--- src/rtl/compare_search_ctrl.sv ---
// Successive-approximation search over a signed operand, driving an external comparator's X
// input one trial per clock and steering on its Equal/Larger/Smaller flags.
module compare_search_ctrl #(
    parameter int n = 32
) (
    input  logic                     clk,
    input  logic                     reset_n,
    input  logic                     start,
    input  logic                     abort,
    input  logic                     cmp_equal,
    input  logic                     cmp_smaller,
    input  logic                     cmp_larger,
    output logic [n-1:0]             trial,
    output logic                     busy,
    output logic                     done,
    output logic                     found,
    output logic [n-1:0]             result,
    output logic [$clog2(n+1)-1:0]   steps
);

    localparam int BW = $clog2(n);
    localparam int SW = $clog2(n+1);

    typedef enum logic [1:0] {
        IDLE,
        SEARCH,
        CHECK
    } state_t;

    state_t          state;
    state_t          state_next;
    logic [n-1:0]    acc;
    logic [n-1:0]    acc_next;
    logic [n-1:0]    bit_mask;
    logic [n-1:0]    msb_mask;
    logic [BW-1:0]   b;
    logic [SW-1:0]   cnt;
    logic [SW-1:0]   cnt_inc;
    logic            launch;

    assign msb_mask = {1'b1, {(n-1){1'b0}}};
    assign bit_mask = {{(n-1){1'b0}}, 1'b1} << b;
    assign cnt_inc  = cnt + 1'b1;
    assign launch   = start && !abort;

    // acc is offset binary, so XOR with the MSB converts it to the signed trial value
    always_comb begin
        acc_next = acc;
        if (cmp_equal) begin
            acc_next = acc;
        end else if (cmp_larger) begin
            acc_next = acc;
        end else if (cmp_smaller) begin
            acc_next = acc | bit_mask;
        end else begin
            acc_next = acc | bit_mask;
        end
    end

    always_ff @(posedge clk or negedge reset_n) begin
        if (!reset_n) begin
            state <= IDLE;
        end else begin
            state <= state_next;
        end
    end

    always_comb begin
        state_next = state;
        case (state)
            IDLE: begin
                if (launch) begin
                    state_next = SEARCH;
                end
            end
            SEARCH: begin
                if (abort || cmp_equal) begin
                    state_next = IDLE;
                end else if (b == '0) begin
                    state_next = CHECK;
                end
            end
            CHECK: begin
                state_next = IDLE;
            end
            default: begin
                state_next = IDLE;
            end
        endcase
    end

    always_comb begin
        busy = (state != IDLE);
    end

    // Abort wins over completion: the cycle is discarded and the reported outputs keep their values
    always_ff @(posedge clk or negedge reset_n) begin
        if (!reset_n) begin
            acc    <= '0;
            b      <= '0;
            cnt    <= '0;
            trial  <= '0;
            result <= '0;
            steps  <= '0;
            found  <= 1'b0;
            done   <= 1'b0;
        end else begin
            done <= 1'b0;
            case (state)
                IDLE: begin
                    if (launch) begin
                        acc   <= '0;
                        b     <= BW'(n-1);
                        cnt   <= '0;
                        trial <= '0;
                    end
                end
                SEARCH: begin
                    if (!abort) begin
                        cnt <= cnt_inc;
                        if (cmp_equal) begin
                            result <= trial;
                            found  <= 1'b1;
                            steps  <= cnt_inc;
                            done   <= 1'b1;
                        end else begin
                            acc <= acc_next;
                            if (b == '0) begin
                                trial <= acc_next ^ msb_mask;
                            end else begin
                                b     <= b - 1'b1;
                                trial <= (acc_next | (bit_mask >> 1)) ^ msb_mask;
                            end
                        end
                    end
                end
                CHECK: begin
                    if (!abort) begin
                        result <= trial;
                        found  <= cmp_equal;
                        steps  <= cnt_inc;
                        done   <= 1'b1;
                    end
                end
                default: begin
                end
            endcase
        end
    end

endmodule

--- config.mk ---
export PLATFORM = sky130hd
export DESIGN_NAME = compare_search_ctrl
export DESIGN_NICKNAME = d
export VERILOG_FILES = /design/src/rtl/compare_search_ctrl.sv
export SDC_FILE = /design/constraint.sdc
export NUM_CORES = 1
export LEC_CHECK = 0
export ABC_AREA = 1
export CAP_MARGIN = 20
export CORE_MARGIN = 8
export CORE_UTILIZATION = 40
export CTS_CLUSTER_SIZE = 12
export DETAILED_ROUTE_END_ITERATION = 10
export PLACE_DENSITY = 0.71
export SLEW_MARGIN = 0
export SYNTH_ARGS = -nofsm -noshare
export SYNTH_HDL_FRONTEND = slang
export SYNTH_SLANG_ARGS = --single-unit
--- constraint.sdc ---
create_clock -name clk -period 3.75 [get_ports clk]
set_clock_uncertainty 0.15 [all_clocks]
set_input_delay 0.375 -clock clk [delete_from_list [all_inputs] [get_ports clk]]
set_output_delay 0.375 -clock clk [all_outputs]
set_load 0.03 [all_outputs]
* Word-level counts from Yosys, hierarchy flattened *
Index checks and enable logic that the tools add are counted.
W data, S select, Z words.

storage, ports and cells
  bits in registers = 117
  input port bits = 7
  output and inout port bits = 73
  word-level logic and storage cells = 75

cells by class
  $add $sub $neg = 2
  eq/ne operators = 9
  shifts and indexed selects = 1
  mux-type cells = 37
  bitwise gates (word level) = 4
  reductions and logical operators = 13

operators by type and width
  cell                    count
  $mux W32                11
  $pmux W32 S2            3
  $or A32 B31 Y32         1
  $or A32 B32 Y32         1
  $shl A1 B5 Y32 const A  1
  $mux W6                 4
  $pmux W6 S2             2
  $mux W5                 4
  $ne A2 B2 Y1 const B    6
  $pmux W5 S2             1
  $reduce_and A4 Y1       2
  $add A6 B1 Y6 const B   1
  $mux W1                 6
  $mux W2                 3
  $reduce_bool A2 Y1      3
  $logic_not A5 Y1        1
  $reduce_and A5 Y1       1
  $sub A5 B1 Y5 const B   1
  $pmux W1 S2             2
  $pmux W2 S2             1
  $ne A3 B3 Y1 const B    1
  $reduce_and A3 Y1       1
  $eq A2 B1 Y1 const B    1
  $eq A2 B2 Y1 const B    1
  6 further kinds         7

* Logic depth before layout (Yosys ltp) *
  depth in word-level cells = 10
  gate-level depth with buffers = 12
  gate-level depth less buffers = 10

* Worst setup path after synthesis *
Ideal clock, no wire load.

  path kind = flip-flop to flip-flop
  from = register state[1]
  to = register trial[15]
  setup time = 124 ps
  data arrival time = 1458 ps
  data required time = 3476 ps
  path slack = 2017 ps
  stages on the path, launching flop included = 12
  buffers on the path = 3
  clock period less this slack = 1733 ps
  path through = dfrtp_1 -> inv_1 -> ha_1 -> buf_4 -> nand2_1 -> nand2_2 -> inv_1 -> nand3_2 -> buf_4 -> buf_4 -> nand2_1 -> nand3_1

on the way
  longest elaborated chain between the ends = 3

RTL lines
  item                                                          RTL line  source
  start: declaration                                            30        state_t state;
  start signal: assignment                                      64        state <= state_next;
  $eq A2 B1 Y1 or $logic_not A2 Y1 (tied branches)              109       case (state)
  $ne A2 B2 Y1 (no line) or $reduce_bool A2 Y1 (tied branches)  -
  $reduce_and A4 Y1 (no line)                                   -
  end signal: assignment                                        129       trial <= acc_next ^ msb_mask;
  end signal: assignment                                        132       trial <= (acc_next | (bit_mask >> 1)) ^ msb_mask;
  end: declaration                                              13        output logic [n-1:0] trial,

Parallel ways exist; a longest one is shown, timed or not.
A chain may end at the register's enable or synchronous reset.

* Worst setup path in the final report *
  from = register state[1]
  to = register trial[16]

The elaborated chain is that of the path after synthesis.

==> results.cfg <==
[route]
vias_per_cell = 5.01
drcViolationCount = 0
vias = 4583
wire_per_inst_microns = 14.6
ant_nets = 0
drt_wl_total_microns = 13300
drt_iter0_drc = 321
dr.pass1.iters = 4

[logic_synthesis]
synth_area_leaders = dfrtp_1 54%, nand2_1 18%, nand3_1 5.3%
synth_top_area_cell = dfrtp_1
synth_top_family_by_area = simple AND/OR/NAND/NOR gates
synthAdderAreaFrac_pct = 2.07
synth_cells = 654
synth_compound_area_share_pct = 4.60
yosysSeqAreaShare_pct = 53.8
yosys_warnings = 0
syn-num-nets = 670
syn_area_sq_mm = 0.00545
ys_types = 31
yosysTopAreaCellShare_pct = 53.8
synthMuxAreaShare_pct = 0
synthXorXnorAreaFrac_pct = 0.643
synth-simple-area-share_pct = 32.2
syn_avg_cell_area_sq_um = 8.33
ys_seq_elements = 117

[sta]
setup_viol = 0
period_share_pct = 70.9
tightest_slew_ns = 0.892
maxSlewHeadroom_pct = 40.5
fin_crit_ns = 2.66
fin_tns_setup_ns = 0
timing.fmax_mhz = 376
hold_viol_final = 0
rsz0062_at_grt = false
drv_slew = 0

[clock_tree]
clk_path_buf_depth = 2
clkLatencyLatePin_ns = 0.41
cts_setup_buffers = 0
holdBufCountCts = 1
cts.sinks = 117
cts_tree = done
htreeDepth = 4
cts_made_buffers = 17
clk_pin_slew_ns = 0.05
cts.repair.resized = 0
clockRootBuffer = clkbuf_16

[floorplan]
die-area_sq_mm = 0.0176
die_y_microns = 133
pin_count = 80
die_w_microns = 133
core_area_sq_mm = 0.0133
row_count = 42
start_util_pct = 41.0

[global_routing]
antenna_found_initial = 0
grt_pass1_vias = 4519
grt_max_degree = 64
grt_pass1_wl_microns = 22700
grt.overflow.total = 0
track_usage_pct = 15.9

[min_path]
hold_path_class = flop to flop
holdPathStages = 2
worstHoldStart = result[5]$_DFFE_PN0P_
whs_endpoint = result[5]$_DFFE_PN0P_

[worst_setup_path]
critPathKind = flop to flop
r2r-end = trial[16]$_DFFE_PN0P_
crit-reg2reg-launch = state[1]$_DFFE_PN0P_
required_ns = 3.92
start_kind = flop
cp_slowest_cell = nor2_4
cp_max_fo = 31
worst_ep_arrival_time_ns = 2.83
crit_chain = inv_1 > ha_1 > nor2_1 > inv_2 > nand2_2 > nor2_4 > buf_4 > nand2_1 > o211ai_1
worst_r2r_path_depth = 9
end_kind = flop
max_stage_delay_ns = 0.54
r2r_slack_ns = 1.09

[power_and_ir_drop]
p_leak_nw = 3.41
ir_drop_mv = 0.462
power.total_mw = 4.86
powerDensity_mw_per_mm2 = 703

[final_layout]
drive_gt1_share_pct = 8.27
fin_nets = 744
final_cells = 914
diodes = 0
final_util_pct = 51.9
syn2layout_area_growth_pct = 26.8

[run]
cap_violations = 0

[place]
dp_hpwl_microns = 9220
numPortBuffers = 78
gp_congestion = 0.881
placedCellCount = 884

[outcome]
outcome = finished clean
==> cell families after synthesis <==
kind of cell,after synthesis
AOI/OAI and AO/OA,42
xor gates and xnor gates,4
adders and majority gates,9
buffers and inverters,73
DFF,117
and+or+nand+nor,409
==> critical path: cells and delay by family, from the launching register on <==
kind | cells | cell delay, ns
AO/OA/AOI/OAI | 1 | 0.10
flip-flops | 1 | 0.40
buffers and inverters | 3 | 0.53
AND/OR/NAND/NOR | 4 | 0.88
adder cells (fa/ha/maj) | 1 | 0.49
==> metal layers <==
layer / track usage [%] / share of wire [%] / vias to the layer above
met3: 4.92 / 5.5 / 13
met4: 6.50 / 1.2 / 0
met1: 19.7 / 45 / 2193
met5: 0 / 0 / -
li1: - / - / 2252
met2: 25.2 / 49 / 125
==> layout make-up <==
class / instances / area (sq um)
timing repair buffer: 85 / 846
multi-input combinational: 464 / 2150
sequential: 117 / 2930
clock inverter: 3 / 65.1
fill: 1204 / 6390
clock buffer: 26 / 529
tap: 176 / 220
inverter: 43 / 165
==> synth_stat cells (all sizes together) <==
library cell / n
buf: 27
clkinv: 2
nand3: 59
clkbuf: 3
nor2: 43
dfrtp: 117
o211ai: 3
ha: 9
a31oi: 1
nand4: 31
nand3b: 1
xnor2: 1
inv: 41
o21ai: 34
xor2: 3
o22ai: 1
a21oi: 3
nand2: 275
==> how the worst max path moves through the flow <==
stage / slack, ns / from / depth (start not counted) / endpoint
global route: 0.85 / state[1]$_DFFE_PN0P_ / 9 / trial[14]$_DFFE_PN0P_
CTS: 1.10 / state[1]$_DFFE_PN0P_ / 9 / trial[16]$_DFFE_PN0P_
floorplan: 2.02 / state[1]$_DFFE_PN0P_ / 11 / trial[15]$_DFFE_PN0P_
finish: 1.09 / state[1]$_DFFE_PN0P_ / 9 / trial[16]$_DFFE_PN0P_
detailed placement: 1.12 / state[1]$_DFFE_PN0P_ / 9 / acc[16]$_DFFE_PN0P_
global placement: 1.18 / abort / 9 / trial[16]$_DFFE_PN0P_
==> metrics by stage <==
step                      hold WS, ns  setup slack [ns]  cell area (sq um)
after detailed placement        0.308              1.12               6300
after floorplan               -0.0706              2.02               5450
final                           0.313              1.09               6900
after CTS                       0.320              1.10               6900
after global routing            0.335             0.850               6900
after global placement          0.303              1.18               6300
==> cell usage in the layout (no fill, tap or decap), drive strengths merged <==
cell type      synthesis  layout
a21oi                  3       3
nand3b                 1       1
dlygate4sd3            0       1
o211ai                 3       3
buf                   27       7
clkbuf                 3      26
nand3                 59      59
clkinv                 2       3
ha                     9       9
nand4                 31      31
dfrtp                117     117
nand2                275     275
clkdlybuf4s50          0      77
inv                   41      41
nor2                  43      43
xnor2                  1       1
bufinv                 0       2
o22ai                  1       1
o21ai                 34      34
a31oi                  1       1
xor2                   3       3
==> power by group <==
group | switching [mW] | leakage, nW | total [mW] | internal [mW]
Clock | 0.521 | 0.294 | 1.61 | 1.09
Sequential | 0.178 | 1.61 | 1.62 | 1.44
Combinational | 1.14 | 1.51 | 1.63 | 0.487
Total | 1.84 | 3.41 | 4.86 | 3.01
==> flip-flops by register name, summed over array words and instances, names as in the netlist <==
signal / cells
result: 32
found: 1
cnt: 6
done: 1
b: 5
trial: 32
steps: 6
state: 2
acc: 32
Power figures use the tool's default switching activity.
